--- src/rtl/mult_div_unit.sv ---
// Multicycle HI/LO multiply/divide unit (MULT, MULTU, DIV, DIVU, MTHI, MTLO).
// One shared add/subtract stage is iterated 32 times: shift-add for multiply,
// restoring shift-subtract for divide. A FIX cycle applies signs and writes HI/LO.
// busy/done/div_by_zero are registered copies of the FSM state, so they trail it
// by one edge. start is honoured only in IDLE or DONE.
// Handshake: start is taken on an edge where the unit is not running; the result
// is valid in hi/lo/div_by_zero whenever done is high (a single-cycle pulse).
module mult_div_unit #(
   parameter int WIDTH = 32,
   parameter int ITERS = 32
) (
   input  logic             clk,
   input  logic             rst,
   input  logic             start,
   input  logic [1:0]       op,
   input  logic [WIDTH-1:0] a,
   input  logic [WIDTH-1:0] b,
   input  logic             mthi,
   input  logic             mtlo,
   input  logic [WIDTH-1:0] wdata,
   output logic             busy,
   output logic             done,
   output logic             div_by_zero,
   output logic [WIDTH-1:0] hi,
   output logic [WIDTH-1:0] lo
);

   localparam int CW = $clog2(ITERS);

   typedef enum logic [1:0] {IDLE, RUN, FIX, DONE} state_t;

   state_t           state;
   state_t           state_next;
   logic [CW-1:0]    cnt;
   logic             idle_like;
   logic             accept;

   // captured operation context
   logic             op_div;
   logic             neg_res;
   logic             sign_a;
   logic             dz_pend;
   logic [WIDTH-1:0] a_raw;
   logic [WIDTH-1:0] opb;      // multiplicand or divisor magnitude
   logic [WIDTH-1:0] acc;      // product high half or partial remainder
   logic [WIDTH-1:0] work_lo;  // multiplier/product low half or quotient

   logic             sa;
   logic             sb;
   logic [WIDTH-1:0] mag_a;
   logic [WIDTH-1:0] mag_b;

   logic [WIDTH-1:0]   r_sh;
   logic [WIDTH:0]     add_x;
   logic [WIDTH:0]     add_y;
   logic               add_sub;
   logic [WIDTH:0]     add_sum;
   logic [WIDTH:0]     mul_hi;
   logic [2*WIDTH-1:0] prod;
   logic [2*WIDTH-1:0] prod_fix;
   logic [WIDTH-1:0]   res_hi;
   logic [WIDTH-1:0]   res_lo;

   assign idle_like = (state == IDLE) || (state == DONE);
   assign accept    = start && idle_like;

   // state register
   always_ff @(posedge clk or posedge rst) begin
      if (rst) state <= IDLE;
      else     state <= state_next;
   end

   // next-state logic
   always_comb begin
      state_next = state;
      case (state)
         IDLE:    if (accept) state_next = RUN;
         RUN:     if (cnt == CW'(ITERS - 1)) state_next = FIX;
         FIX:     state_next = DONE;
         DONE:    state_next = accept ? RUN : IDLE;
         default: state_next = IDLE;
      endcase
   end

   // iteration counter, restarted by every accepted start
   always_ff @(posedge clk or posedge rst) begin
      if (rst)                cnt <= '0;
      else if (accept)        cnt <= '0;
      else if (state == RUN)  cnt <= cnt + CW'(1);
   end

   // operand sign/magnitude; MULTU/DIVU (op[0]=1) use raw operands
   always_comb begin
      sa    = ~op[0] & a[WIDTH-1];
      sb    = ~op[0] & b[WIDTH-1];
      mag_a = sa ? -a : a;
      mag_b = sb ? -b : b;
   end

   // shared add/subtract stage: add for multiply, subtract for divide trial
   always_comb begin
      r_sh    = {acc[WIDTH-2:0], work_lo[WIDTH-1]};
      add_x   = {1'b0, acc};
      add_y   = {1'b0, opb};
      add_sub = 1'b0;
      if (op_div) begin
         add_x   = {1'b0, r_sh};
         add_sub = 1'b1;
      end
      add_sum = add_sub ? (add_x - add_y) : (add_x + add_y);
      mul_hi  = work_lo[0] ? add_sum : {1'b0, acc};
   end

   // FIX-cycle sign correction and divide-by-zero override
   always_comb begin
      prod     = {acc, work_lo};
      prod_fix = neg_res ? -prod : prod;
      res_hi   = prod_fix[2*WIDTH-1:WIDTH];
      res_lo   = prod_fix[WIDTH-1:0];
      if (op_div) begin
         res_lo = neg_res ? -work_lo : work_lo;
         res_hi = sign_a ? -acc : acc;
         if (dz_pend) begin
            res_hi = a_raw;
            res_lo = '1;
         end
      end
   end

   // datapath: capture on start, one shift-add / shift-subtract per RUN cycle
   always_ff @(posedge clk or posedge rst) begin
      if (rst) begin
         op_div  <= 1'b0;
         neg_res <= 1'b0;
         sign_a  <= 1'b0;
         dz_pend <= 1'b0;
         a_raw   <= '0;
         opb     <= '0;
         acc     <= '0;
         work_lo <= '0;
      end else if (accept) begin
         op_div  <= op[1];
         neg_res <= sa ^ sb;
         sign_a  <= sa;
         dz_pend <= op[1] && (b == '0);
         a_raw   <= a;
         opb     <= op[1] ? mag_b : mag_a;
         acc     <= '0;
         work_lo <= op[1] ? mag_a : mag_b;
      end else if (state == RUN) begin
         if (op_div) begin
            if (!add_sum[WIDTH]) begin
               acc     <= add_sum[WIDTH-1:0];
               work_lo <= {work_lo[WIDTH-2:0], 1'b1};
            end else begin
               acc     <= r_sh;
               work_lo <= {work_lo[WIDTH-2:0], 1'b0};
            end
         end else begin
            acc     <= mul_hi[WIDTH:1];
            work_lo <= {mul_hi[0], work_lo[WIDTH-1:1]};
         end
      end
   end

   // registered status; div_by_zero is cleared by a start from IDLE only, so a
   // start taken in DONE cannot drop it before the matching done pulse appears
   always_ff @(posedge clk or posedge rst) begin
      if (rst) begin
         busy        <= 1'b0;
         done        <= 1'b0;
         div_by_zero <= 1'b0;
      end else begin
         busy <= (state == RUN) || (state == FIX);
         done <= (state == DONE);
         if (state == FIX)                     div_by_zero <= dz_pend;
         else if (accept && (state == IDLE))   div_by_zero <= 1'b0;
      end
   end

   // HI/LO: result write at FIX->DONE, MTHI/MTLO only while not running
   always_ff @(posedge clk or posedge rst) begin
      if (rst) begin
         hi <= '0;
         lo <= '0;
      end else if (state == FIX) begin
         hi <= res_hi;
         lo <= res_lo;
      end else if (idle_like) begin
         if (mthi) hi <= wdata;
         if (mtlo) lo <= wdata;
      end
   end

endmodule

--- config.mk ---
export PLATFORM = sky130hd
export DESIGN_NAME = mult_div_unit
export DESIGN_NICKNAME = d
export VERILOG_FILES = /design/src/rtl/mult_div_unit.sv
export SDC_FILE = /design/constraint.sdc
export NUM_CORES = 1
export LEC_CHECK = 0
export BUFFER_PORTS_ARGS = -buffer_cell sky130_fd_sc_hd__buf_4
export CAP_MARGIN = 20
export CORE_UTILIZATION = 65
export CTS_CLUSTER_SIZE = 40
export DETAILED_ROUTE_END_ITERATION = 10
export GPL_TIMING_DRIVEN = 0
export PLACE_DENSITY = 0.92
export SYNTH_ARGS = -nofsm -noshare
export SYNTH_HDL_FRONTEND = slang
export SYNTH_SLANG_ARGS = --single-unit
--- constraint.sdc ---
create_clock -name clk -period 22.7 [get_ports clk]
set_clock_uncertainty 0.1 [all_clocks]
set_input_delay 5.675 -clock clk [delete_from_list [all_inputs] [get_ports clk]]
set_output_delay 5.675 -clock clk [all_outputs]
set_load 0.1 [all_outputs]
* Word-level counts from Yosys, hierarchy flattened *
Index checks and enable logic that the tools add are counted.

word-level totals
  memories = 0
  register bits after elaboration = 206
  memory bits (read-only) = 0
  memory bits (writable) = 0
  output and inout bits = 67
  latch bits = 0

operators by class
  $add $sub $neg = 8
  divide/modulo/power cells = 0
  shift-type cells = 0
  $lt $le $gt $ge = 0
  multipliers = 0
  reduce and logical (&&, ||, !) cells = 15
  bitwise gates (word level) = 4
  muxes and demuxes = 37
  equal/unequal tests = 6

operators by type and width
  cell                 count
  $mux 32              24
  $neg 32->32          4
  $mux 33              2
  $mux 64              1
  $neg 64->64          1
  $add 33x32->33       1
  $sub 33x32->33       1
  $logic_not 32->1     1
  $mux 5               2
  $reduce_bool 2->1    5
  $pmux 2 s4           1
  $reduce_and 2->1     3
  $add 5x1->5 const B  1
  $eq 5x5->1 const B   1
  $mux 1               5
  $eq 2x2->1 const B   2
  $mux 2               2
  $ne 2x2->1 const B   2
  $logic_and 1x1->1    3
  $and 1x1->1          2
  $eq 2x1->1 const B   1
  $logic_not 2->1      1
  $logic_or 1x1->1     2
  $not 1->1            1
  $xor 1x1->1          1

* Depth between registers and ports, before layout *
Gate-level depths: netlist of run 1.

  depth after elaboration = 7
  gate-level depth with buffers = 20
  mapped depth without buffers = 18

* Least setup slack after synthesis of run 1 *
No wires, ideal clock.

  path kind = input-to-reg
  from = input a[2]
  to = register opb[29]
  data arrival time = 7.739 ns
  stages on the path = 8
  setup time = 0.126 ns
  slack = 14.735 ns
  required time = 22.474 ns
  path buffers = 0
  cells stage by stage = or3_1 nor4_1 nand4_1 nor3_1 nand2_1 o41ai_1 xnor2_1 a221o_1

on the way
  longest elaborated chain between the ends = 3

ends and longest elaborated chain
  element               line  source
  from (decl)           16    input logic [WIDTH-1:0] a,
  $neg 32->32           96    mag_a = sa ? -a : a;
  $mux 32               96
  $mux 32               147   opb <= op[1] ? mag_b : mag_a;
  to (signal assigned)  147
  to (decl)             44    logic [WIDTH-1:0] opb;

No other way between the ends.
A chain may end at the register's enable or synchronous reset.

* Worst setup path in the final report of run 1 *
  from = input b[1]
  to = register opb[23]

on the way
  longest elaborated chain between the ends = 3

ends and longest elaborated chain
  element      line  source
  from (decl)  17    input logic [WIDTH-1:0] b,
  $neg 32->32  97    mag_b = sb ? -b : b;
  $mux 32      97
  $mux 32      147

No other way between the ends.

==> results by group, run 1 <==
Outcome
  – Outcome: complete, but fails checks
  – Violated checks: design-rule violations

Timing
  – Slew margin rel.: 28.8%
  – Setup Viol. Count Final: 0
  – Worst-Margin Slew: 1070 ps
  – Final hold vios: 0
  – Fin Setup TNS: 0 ps
  – Fin crit period: 8380 ps
  – Unrepaired setup endpoints after global routing: false
  – Final Cycle Share: 36.9%
  – Slew Limit Fails: 0
  – FMAX: 119 MHz

Synth
  – Mapped Nets: 2,315
  – Sequential area share after synthesis: 30.4%
  – Largest family of logic cells by synthesized area: compound AO/OA/AOI/OAI gates
  – Cell variety after synth: 77
  – Flops & latches, synth: 206
  – Synth Warn #: 0
  – Number of synthesized flops with an enable pin: 0
  – Mux share of post-synthesis cell area: 7.68%
  – Gate Count Post-Synth: 2,167
  – Top_reg_cell synth: dfrtp_1
  – XOR/XNOR share of the synthesized area: 10.9%
  – Post-Synth Simple-Gate Area: 18.8%
  – Post-synthesis adder-cell area fraction: 3.36%
  – Mapped Area: 17,000 sq um
  – Compound-Gate Fraction of Synth Area: 23.7%
  – Syn_area_per_cell: 7.83 sq um
  – Async set-reset flop share out of synthesis: 100%

Detailed routing
  – Final WL: 68,500 um
  – Total number of vias: 19,000
  – Per-cell routed wire length: 25.3 um
  – Routed vias/inst: 7.01
  – Drt drc: 8
  – DRT Pass-1 Iters: 11
  – Met2 routed WL: 28,500 um
  – M1 WL: 24,400 um
  – Detailed Route Iter0 Violations: 3,046
  – Met3 Routed Length: 10,600 um
  – Top Metal Used: met4
  – Post-route ant nets: 0

Final layout
  – Commonest non-fill, non-tap cell in the layout: nand2_1
  – Post-layout net count: 2,510
  – Layout cell share with drive strength beyond 1: 11.7%
  – Most frequent cells in the layout: 350 x nand2_1, 239 x o21ai_0, 206 x dfrtp_1, 168 x buf_4, 152 x clkbuf_1
  – Area Overhead vs Synth: 14.7%

Placed design
  – I/O Buffers: 168
  – GP Congestion: 1.06
  – HPWL Detailed: 52,300 um

Worst setup path
  – Crit Path Class: in -> reg
  – CP required: 22,980 ps
  – Setup crit start kind: input pin
  – Arrival @ worst endpoint: 8660 ps
  – Worst Setup End Kind: flop
  – Crit path max fanout: 7

CTS
  – Clock transition at path regs: 60 ps
  – Cts hold-fix bufs: 0
  – Clock buffer depth: 3
  – Root buf cell: clkbuf_16
  – Htree depth: 1
  – Post-CTS Resized: 0
  – CTS tree: done
  – CTS Buf Count: 23
  – Clock sinks: 206
  – Setup bufs post-CTS: 0
  – Clock latency on the worst-skew pair: 520 ps

Global route
  – Gr usage total: 51.1%
  – First-pass GRT wire length: 103,000 um
  – Overflow after GRT: 0
  – Initial antenna violation count: 3
  – Largest net degree at the start of global routing: 110
  – Vias in the first global route: 17,700

Floorplanning
  – Core outline area: 25,400 sq um
  – Initial core utilization: 66.8%
  – Die height: 164 um
  – Die width: 164 um
  – Die area: 26,800 sq um
  – Top-Level Pins: 170
  – Row cnt: 58

Job
  – Max Cap Viol: 0

Worst hold path
  – Worst min-delay path class: reg -> reg
[path summary, 6_finish.rpt]
check                                   start                       to  slack, ps  cells after the start
max                                      b[1]      opb[23]$_DFFE_PP0P_      14320                     10
min                         lo[5]$_DFFE_PP0P_        lo[5]$_DFFE_PP0P_        390                      2
max reg2reg                op_div$_DFFE_PP0P_       acc[5]$_DFFE_PP0P_      15680                     16
min reg2reg                 lo[5]$_DFFE_PP0P_        lo[5]$_DFFE_PP0P_        390                      2
max in group asynchronous                 rst      acc[24]$_DFFE_PP0P_      16340                      3
min in group asynchronous                 rst  work_lo[16]$_DFFE_PP0P_       5150                      2
[final cells by class]
| cell class | instances | area, sq um |
|---|---|---|
| diodes | 3 | 7.51 |
| plain buffers | 181 | 704 |
| clock buffers | 31 | 646 |
| clock inverters | 9 | 133 |
| fillers | 1782 | 5930 |
| inverters | 40 | 158 |
| multi-input cells | 1740 | 11000 |
| flip-flops and latches | 206 | 5150 |
| well taps | 330 | 413 |
| repair buffers | 170 | 1290 |
[per-layer routing]
layer	vias to the layer above	track usage, %
li1	8070	-
met1	8847	64.8
met2	1671	75.6
met3	407	17.5
met4	0	29.2
met5	-	0
[worst max-delay path: stages]
cell and delay (ps):
buf_4 120, or4_1 610, nor4_1 490, nand3b_1 220
nor2_1 610, a21oi_1 180, xnor2_1 250, nand2_1 70
o21ai_0 250, o21ai_0 180
[synthesized netlist by cell type, types with 6 or more instances]
cell type	n	area share, %
nor3_1	34	1.0
dfrtp_1	206	30
a21oi_1	148	4.4
o21ai_1	7	0.21
a32o_1	7	0.41
buf_1	23	0.51
buf_2	7	0.21
nor4_1	10	0.37
inv_1	39	0.86
a31oi_1	16	0.59
xor2_1	64	3.3
ha_1	44	3.2
a21o_1	21	0.93
nor2b_1	17	0.63
o41ai_1	15	0.77
o21a_1	12	0.53
nand4_1	13	0.48
or4_1	21	0.93
mux2_2	41	2.7
o21bai_1	7	0.31
xnor2_1	148	7.6
and3_1	11	0.41
o31ai_1	25	1.1
or3_1	22	0.81
o21ai_0	239	7.1
nand2b_1	17	0.63
o22ai_1	33	1.2
o211ai_1	43	1.9
o221ai_1	19	0.98
nand2_1	350	7.7
nor2_1	149	3.3
a211oi_1	18	0.80
nand3b_1	9	0.40
mux2i_1	84	5.0
clkbuf_1	148	3.3
a221oi_1	6	0.31
nand3_1	13	0.38
nor3b_1	13	0.58
[logic make-up after synthesis]
logic type | after synthesis
AO/OA/AOI/OAI | 653
XOR/XNOR | 212
adder cells (fa/ha/maj) | 45
buffers and inverters | 221
flip-flops | 206
multiplexers | 125
AND/OR/NAND/NOR | 705
[stage by stage]
| stage | hold WS (ps) | setup slack (ps) | util (%) | cells | instance area [sq um] |
|---|---|---|---|---|---|
| floorplan | 337 | 11300 | - | 2167 | 17000 |
| global placement | 359 | 9260 | 73.4 | 2665 | 18600 |
| CTS | 390 | 14450 | 76.6 | 2706 | 19500 |
| finish | 393 | 14320 | 76.6 | 2710 | 19500 |
| detailed placement | 376 | 13920 | 73.5 | 2666 | 18700 |
| global route | 410 | 14130 | 76.6 | 2708 | 19500 |
[registers in the layout (all words and copies together), names as in the netlist]
signal,count
busy,1
div_by_zero,1
op_div,1
a_raw,32
done,1
lo,32
opb,32
state,2
dz_pend,1
acc,32
hi,32
cnt,5
sign_a,1
neg_res,1
work_lo,32
Power of run 1 is left out: the tool's default activity adds up to more than one toggle a clock period on the data nets, which glitch-free logic cannot reach.
==> run 2, diff against run 1 <==
CORE_UTILIZATION = 55   (was 65)
PLACE_DENSITY = 0.83   (was 0.92)
clock period = 7.6 ns   (was 22.7 ns; I/O delays follow)
==> run 2 against run 1 <==
Net effect: cell area rose by 1.4%; die area grew 18%; critical path depth grew 7; count of clock-buffer cells in the layout increased by 1; first-iteration DRC count shrank 9.9%; via count down 3.8%; worst setup slack worse by 14000 ps; wire length is 1.5% higher; sequential cell count unchanged; the run now ends clean.
==> results by group, run 2 (same netlist as run 1, synthesis figures left out) <==
Outcome
  – Outcome: complete, no violations

Worst setup path
  – R2r setup slk: 690 ps (-14,990 ps)
  – Crit Path Class: reg -> reg
  – Worst Setup End Kind: flop
  – CP required: 7870 ps (-15,110 ps)
  – Arrival @ worst endpoint: 7180 ps (-1480 ps)
  – Worst R2R End: work_lo[0]$_DFFE_PP0P_
  – Crit path max fanout: 10 (+3)
  – FF-to-FF path depth: 17 (+1)
  – Reg2reg start: op_div$_DFFE_PP0P_
  – Setup crit start kind: flop

Detailed routing
  – Per-cell routed wire length: 25.0 um (-0.87%)
  – Total number of vias: 18,300 (-3.8%)
  – Drt drc: 0 (-8)
  – Routed vias/inst: 6.59 (-6.0%)
  – Post-route ant nets: 0 (unchanged)
  – Detailed Route Iter0 Violations: 2,743 (-9.9%)
  – DRT Pass-1 Iters: 5 (-6)
  – Final WL: 69,500 um (+1.5%)

Worst hold path
  – HP Start: lo[7]$_DFFE_PP0P_
  – Worst min-delay path class: reg -> reg
  – Worst hold endpoint: lo[7]$_DFFE_PP0P_
  – Hold Path Depth: 2 (unchanged)

Global route
  – Overflow after GRT: 0 (unchanged)
  – First-pass GRT wire length: 103,000 um (+0.59%)
  – Gr usage total: 43.9% (-7.2 points)
  – Initial antenna violation count: 1 (-2)
  – Vias in the first global route: 16,800 (-4.9%)
  – Largest net degree at the start of global routing: 46 (-58%)

Final layout
  – Finished Layout Cells: 2,776 (+2.4%)
  – Layout cell share with drive strength beyond 1: 12.1% (+0.42 points)
  – Most frequent cells in the layout: 350 x nand2_1, 239 x o21ai_0, 206 x dfrtp_1, 169 x buf_4
  – Commonest non-fill, non-tap cell in the layout: nand2_1
  – Combined area of the multi-input logic cells: 11,000 sq um (unchanged)
  – Reg area: 5150 sq um (unchanged)
  – Area Overhead vs Synth: 16.3%
  – Fillers: 2,560 (+44%)
  – Final core occ: 65.9% (-11 points)
  – Post-layout net count: 2,515 (+0.20%)

Placed design
  – I/O Buffers: 168 (unchanged)
  – GP Congestion: 1.02 (-4.3%)
  – Cells after DPL: 2,731 (+2.4%)
  – HPWL Detailed: 54,700 um (+4.7%)

Job
  – Max Cap Viol: 0 (unchanged)

Timing
  – Worst-Margin Slew: 1110 ps (+46.8 ps)
  – Setup Viol. Count Final: 0 (unchanged)
  – Final hold vios: 0 (unchanged)
  – Unrepaired setup endpoints after global routing: false
  – Final Cycle Share: 90.9%
  – Slew Limit Fails: 0 (unchanged)
  – Slew margin rel.: 25.1% (-3.7 points)
  – Fin Setup TNS: 0 ps (unchanged)
  – FMAX: 145 MHz
  – Fin crit period: 6910 ps

Floorplanning
  – Initial core utilization: 56.6% (-10 points)
  – Core outline area: 30,000 sq um (+18%)
  – Row cnt: 63 (+8.6%)
  – Die width: 178 um (+8.6%)
  – Die area: 31,600 sq um (+18%)
  – Die height: 178 um (+8.6%)
  – Top-Level Pins: 170 (unchanged)

CTS
  – Clock sinks: 206 (unchanged)
  – CTS Buf Count: 24 (+4.3%)
  – Clock latency on the worst-skew pair: 550 ps (+30 ps)
  – Cts hold-fix bufs: 0 (unchanged)
  – CTS tree: done
  – Clock buffer depth: 3 (unchanged)
  – Clock transition at path regs: 60 ps (about the same)
  – Root buf cell: clkbuf_16
  – Htree depth: 1 (unchanged)
  – Post-CTS Resized: 0 (unchanged)
  – Setup bufs post-CTS: 0 (unchanged)
[run 2: cell count changes in the layout (fill, tap and decap cells not counted), sizes merged]
cell and change:
bufinv +2, clkbuf +1, buf +4, clkinv -1, clkinvlp +3, diode -2
inv -1
[run 2: worst max path at each step]
| stage | start | to | slack (ps) | depth (start not counted) |
|---|---|---|---|---|
| after floorplan | opb[7]$_DFFE_PP0P_ | acc[21]$_DFFE_PP0P_ | 2860 | 16 |
| after global placement | op_div$_DFFE_PP0P_ | acc[21]$_DFFE_PP0P_ | 1060 | 16 |
| after detailed placement | op_div$_DFFE_PP0P_ | acc[21]$_DFFE_PP0P_ | 1070 | 16 |
| after CTS | op_div$_DFFE_PP0P_ | acc[21]$_DFFE_PP0P_ | 1050 | 16 |
| after global routing | op_div$_DFFE_PP0P_ | work_lo[0]$_DFFE_PP0P_ | 540 | 17 |
| final | op_div$_DFFE_PP0P_ | work_lo[0]$_DFFE_PP0P_ | 690 | 17 |
[run 2: routing by layer]
| metal | track usage (%) | wire length, um | vias to the layer above |
|---|---|---|---|
| met2 | 65.3 | 29400 | 1248 |
| met4 | 20.0 | 3780 | 0 |
| met3 | 9.40 | 8180 | 222 |
| met5 | 0 | 0 | - |
| met1 | 60.8 | 28100 | 8724 |
| li1 | - | - | 8088 |
[run 2: worst max-delay path: stages (launching register included)]
cell	delay [ps]
dfrtp_1	390
clkbuf_1	560
buf_1	650
clkbuf_1	510
a21oi_1	130
xnor2_1	390
ha_1	310
clkbuf_1	210
nand4_1	180
and3b_1	220
a211oi_1	690
o221ai_1	360
a221oi_1	810
buf_2	410
buf_2	390
nor2_1	110
o21ai_0	200
a22oi_1	110
[run 2: metrics by stage]
| step | hold WS [ps] | instance area, sq um | setup WS (ps) |
|---|---|---|---|
| after floorplan | 337 | 17000 | 2860 |
| after global placement | 366 | 18700 | 1060 |
| after detailed placement | 375 | 18800 | 1070 |
| after CTS | 390 | 19700 | 1050 |
| after global routing | 411 | 19700 | 543 |
| final | 385 | 19700 | 695 |
[run 2: cell type report]
cell class,count,share of cell area (%)
antenna,1,0.0127
inverter,40,0.780
tap,390,2.47
clock inverter,12,1.01
timing repair buffer,174,6.93
sequential,206,26.1
multi-input combinational,1740,55.5
buffer,181,3.57
clock buffer,32,3.61
Power of run 2 is left out for the same reason.
